==> config.mk <==
export PLATFORM = sky130hd
export DESIGN_NAME = demux2x32_buf
export DESIGN_NICKNAME = d
export VERILOG_FILES = /design/src/rtl/demux2x32_buf_pkg.sv /design/src/rtl/demux2x32_buf_fifo_buf.sv /design/src/rtl/demux2x32_buf.sv
export SDC_FILE = /design/constraint.sdc
export NUM_CORES = 1
export LEC_CHECK = 0
export CAP_MARGIN = 20
export CORE_AREA = 2 2 132 134
export CTS_BUF_LIST = sky130_fd_sc_hd__clkbuf_8
export DETAILED_ROUTE_END_ITERATION = 8
export DIE_AREA = 0 0 134 136
export PLACE_DENSITY = 0.77
export SLEW_MARGIN = 30
export SYNTH_ARGS = -nofsm -noshare
export SYNTH_HDL_FRONTEND = slang
export SYNTH_SLANG_ARGS = --single-unit
==> constraint.sdc <==
create_clock -name clk -period 9.1 [get_ports clk]
set_input_delay 2.73 -clock clk [delete_from_list [all_inputs] [get_ports clk]]
set_output_delay 2.73 -clock clk [all_outputs]
set_load 0.02 [all_outputs]
==> src/rtl/demux2x32_buf_pkg.sv <==
// Shared sizing for the buffered 1:2 demultiplexer.
package demux2x32_buf_pkg;
    localparam int DMUX_WIDTH = 32;
    localparam int DMUX_DEPTH = 2;
    localparam int DMUX_CW    = 16;
    localparam int DMUX_PW    = $clog2(DMUX_DEPTH);
endpackage

==> src/rtl/demux2x32_buf_fifo_buf.sv <==
// Small circular FIFO with registered head output; storage clears on reset.
module fifo_buf #(
    parameter int WIDTH = 32,
    parameter int DEPTH = 2
) (
    input  logic             clk,
    input  logic             rst,
    input  logic             push,
    input  logic [WIDTH-1:0] din,
    output logic             full,
    input  logic             pop,
    output logic [WIDTH-1:0] dout,
    output logic             empty
);
    localparam int PW = $clog2(DEPTH);
    localparam int OW = PW + 1;
    localparam logic [PW:0] OCC_FULL = OW'(DEPTH);

    logic [WIDTH-1:0] mem_q [DEPTH];
    logic [WIDTH-1:0] mem_d [DEPTH];
    logic [PW-1:0]    wr_ptr_q, wr_ptr_d, rd_ptr_q, rd_ptr_d;
    logic [PW:0]      occ_q, occ_d;
    logic             do_push, do_pop;

    assign full    = (occ_q == OCC_FULL);
    assign empty   = (occ_q == '0);
    assign dout    = mem_q[rd_ptr_q];
    assign do_push = push && !full;
    assign do_pop  = pop && !empty;

    always_comb begin
        mem_d    = mem_q;
        wr_ptr_d = wr_ptr_q;
        rd_ptr_d = rd_ptr_q;
        occ_d    = occ_q;
        if (do_push) begin
            mem_d[wr_ptr_q] = din;
            wr_ptr_d        = wr_ptr_q + PW'(1);
        end
        if (do_pop)
            rd_ptr_d = rd_ptr_q + PW'(1);
        // push+pop together leaves occupancy unchanged
        case ({do_push, do_pop})
            2'b10:   occ_d = occ_q + OW'(1);
            2'b01:   occ_d = occ_q - OW'(1);
            default: occ_d = occ_q;
        endcase
    end

    always_ff @(posedge clk or posedge rst) begin
        if (rst) begin
            for (int i = 0; i < DEPTH; i++) mem_q[i] <= '0;
            wr_ptr_q <= '0;
            rd_ptr_q <= '0;
            occ_q    <= '0;
        end else begin
            mem_q    <= mem_d;
            wr_ptr_q <= wr_ptr_d;
            rd_ptr_q <= rd_ptr_d;
            occ_q    <= occ_d;
        end
    end
endmodule

==> src/rtl/demux2x32_buf.sv <==
// Steers one input word to one of two buffered sinks and counts words routed to each.
module demux2x32_buf
    import demux2x32_buf_pkg::*;
#(
    parameter int WIDTH = DMUX_WIDTH,
    parameter int DEPTH = DMUX_DEPTH,
    parameter int CW    = DMUX_CW
) (
    input  logic             clk,
    input  logic             rst,
    input  logic [WIDTH-1:0] a,
    input  logic             s,
    input  logic             in_valid,
    output logic             in_ready,
    output logic [WIDTH-1:0] y0,
    output logic             y0_valid,
    input  logic             y0_ready,
    output logic [WIDTH-1:0] y1,
    output logic             y1_valid,
    input  logic             y1_ready,
    output logic [CW-1:0]    cnt0,
    output logic [CW-1:0]    cnt1
);
    logic          full0, full1, empty0, empty1;
    logic          push0, push1, pop0, pop1;
    logic [CW-1:0] cnt0_q, cnt0_d, cnt1_q, cnt1_d;

    // Ready depends only on the selected FIFO's fullness, never on sink ready.
    assign in_ready = s ? !full1 : !full0;
    assign push0    = in_valid && in_ready && !s;
    assign push1    = in_valid && in_ready && s;
    assign y0_valid = !empty0;
    assign y1_valid = !empty1;
    assign pop0     = y0_valid && y0_ready;
    assign pop1     = y1_valid && y1_ready;
    assign cnt0     = cnt0_q;
    assign cnt1     = cnt1_q;

    fifo_buf #(.WIDTH(WIDTH), .DEPTH(DEPTH)) u_fifo0 (
        .clk(clk), .rst(rst), .push(push0), .din(a), .full(full0),
        .pop(pop0), .dout(y0), .empty(empty0)
    );

    fifo_buf #(.WIDTH(WIDTH), .DEPTH(DEPTH)) u_fifo1 (
        .clk(clk), .rst(rst), .push(push1), .din(a), .full(full1),
        .pop(pop1), .dout(y1), .empty(empty1)
    );

    always_comb begin
        cnt0_d = cnt0_q;
        cnt1_d = cnt1_q;
        if (push0) cnt0_d = cnt0_q + CW'(1);
        if (push1) cnt1_d = cnt1_q + CW'(1);
    end

    always_ff @(posedge clk or posedge rst) begin
        if (rst) begin
            cnt0_q <= '0;
            cnt1_q <= '0;
        end else begin
            cnt0_q <= cnt0_d;
            cnt1_q <= cnt1_d;
        end
    end
endmodule

==> results.toml <==
[global_route]
track_usage = 0.1794
grt_max_degree = 90
grt_overflow = 0
grt_pass1_vias = 4869
grt_pass1_wl_um = 25220
grt_antenna_before_repair = 0

[finish]
fillers = 1343
fin_nets = 683
seq_area_um2 = 4207
area_growth_pct = 25.60
num_antenna_cells = 0
drive_above_1_share = 0.3461
postLayoutCellArea_um2 = 9375
multi_input_area_um2 = 3045

[worst_setup_path]
cp-start-kind = "primary input"
arrival_ps = 4150
worstSetupEndpointType = "primary output"
crit_fanout = 4
cp.required_ps = 6370
path_class = "primary input to primary output"

[yosys]
syn_nets = 548
synth.avg_cell_area_um2 = 14.75
yosys_register_bits = 168
synth_seq_area_share = 0.5632
yosys.cell_types.count = 32
yosysWarnings = 0
mappedNetlistArea_um2 = 7465
synthCells = 506

[die]
die_h_um = 136
die_area_um2 = 18220
die_w_um = 134
initial_core_util = 0.4423
ios = 137
num_rows = 48
core-area_um2 = 16880

[drt]
wl_um = 15500
vias = 4447
antenna_left = 0
drc_errors = 0
routedWlPerCell_um = 17.66
via_per_inst = 5.065
drt_iter0_drc = 157
dr.pass1.iters = 4

[sta]
rsz0062_at_grt = "no"
setup_viol = 0
fin_crit_ps = 6878
min_period_over_period = 0.7558
finalMaxSlewViolations = 0
finalSetupTns_ps = 0
finClkSkew_ps = 7.901
max_freq_mhz = 145.4
final-hold-violation-count = 0
relSlewSlack = 0.3477
tightest_slew_ps = 978.5

[clock_network]
clkLatencyLatePin_ps = 460
numClockSinks = 168
cts_resized = 0
cts_hold_buf = 0
post-cts-setup-buffers = 0
clock-root-buffer = "clkbuf_8"
cts_tree = "built"
clockBufferDepth = 2
cts.clk_slew.worst_paths_ps = 80
cts_buffers = 17
htree_levels = 4

[placed_design]
place.gp.congestion = 0.7717
place_area_um2 = 8942
port_buffers = 136
dp_hpwl_um = 9879

[flow_run]
drv_cap = 0

[pwr]
leakage_nw = 3.953
peakVddDrop_mv = 0.2062
power.density_nw_per_um2 = 378.1

[outcome]
status = "finished clean"

[hold_path]
hp-class = "register to register"
[worst max-delay path: stages]
cell,delay (ps)
clkdlybuf4s50_1,520
nor2_1,70
a21oi_1,180
clkdlybuf4s50_1,650
[cell type report]
| type | count | area share |
|---|---|---|
| clock buffer | 18 | 0.02642 |
| tap | 225 | 0.03003 |
| inverter | 8 | 0.004271 |
| multi-input combinational | 309 | 0.3248 |
| timing repair buffer | 137 | 0.1464 |
| sequential | 168 | 0.4487 |
| clock inverter | 13 | 0.01935 |
[cell usage after synthesis, drive strengths merged]
cell    number  area (µm²)
dfrtp      168        4204
ha           4       50.05
nand4        6       37.54
nor4         5       80.08
or2          3       18.77
and2         3       21.27
xnor2       25       219.0
a21oi        1       5.000
and3         2       12.51
mux2       193        2173
nand2b       1       13.76
nor2        14       92.59
nand3       13       70.07
buf         16       161.4
inv          8       35.03
xor2        15       131.4
clkbuf       5       18.77
nor2b        2       20.02
nand2       16       70.07
nor3         6       30.03
[final timing paths]
check	from	to	slack, ps	depth (start not counted)
max	s	in_ready	2220	4
min	cnt0[15]	cnt0[15]	470	1
max reg2reg	u_fifo1.occ_q[0]	u_fifo1.mem_q[0]	7060	4
min reg2reg	cnt0[15]	cnt0[15]	470	1
max in group asynchronous	rst	u_fifo1.mem_q[58]	5080	3
min in group asynchronous	rst	u_fifo1.mem_q[48]	2790	2
[stage by stage]
stage / setup slack (ps) / std cells / total power [mW] / hold slack [ps] / util
floorplan: 1823 / 506 / 2.324 / 454.1 / -
global placement: 2219 / 847 / 2.940 / 456.1 / 0.5299
detailed placement: 2242 / 847 / 3.003 / 462.4 / 0.5299
CTS: 2225 / 878 / 3.589 / 478.1 / 0.5553
global route: 2168 / 878 / 3.746 / 487.3 / 0.5555
finish: 2222 / 878 / 3.545 / 474.6 / 0.5555
[cell families (layout without fill, tap and decap cells)]
kind of cell / after synthesis / after routing / synth area share
AND/OR/NAND/NOR: 71 / 71 / 0.06252
buffers and inverters: 29 / 176 / 0.02883
multiplexers: 193 / 193 / 0.2911
flip-flops: 168 / 168 / 0.5632
adder cells (fa/ha/maj): 4 / 4 / 0.006705
AO/OA/AOI/OAI: 1 / 1 / 0.0006698
XOR/XNOR: 40 / 40 / 0.04693
[layout by cell type (no fill, tap or decap), types with 11 or more instances in the layout]
cell type	n
nor2_1	11
mux2_1	18
clkdlybuf4s50_1	136
clkbuf_8	18
nand3_1	12
dfrtp_1	166
xor2_1	15
nand2_1	14
mux2_2	175
xnor2_1	25
[per-layer routing]
metal	wire length, µm	global-route usage
met1	6737	0.2243
met2	7979	0.3031
met3	532	0.03915
met4	255	0.07388
met5	0	0
[state kept, by name (all words and copies together), names as in the netlist]
| register | flops |
|---|---|
| u_fifo0.occ_q | 2 |
| u_fifo1.rd_ptr_q | 1 |
| cnt0 | 16 |
| u_fifo0.mem_q | 64 |
| u_fifo1.mem_q | 64 |
| u_fifo0.wr_ptr_q | 1 |
| cnt1 | 16 |
| u_fifo1.wr_ptr_q | 1 |
| u_fifo1.occ_q | 2 |
| u_fifo0.rd_ptr_q | 1 |
[where the power goes]
part           total (mW)  internal (mW)  switching (mW)
clock               0.569          0.304           0.265
sequential           1.34           1.08           0.266
combinational        1.63          0.928           0.703
Power figures use the tool's default switching activity.
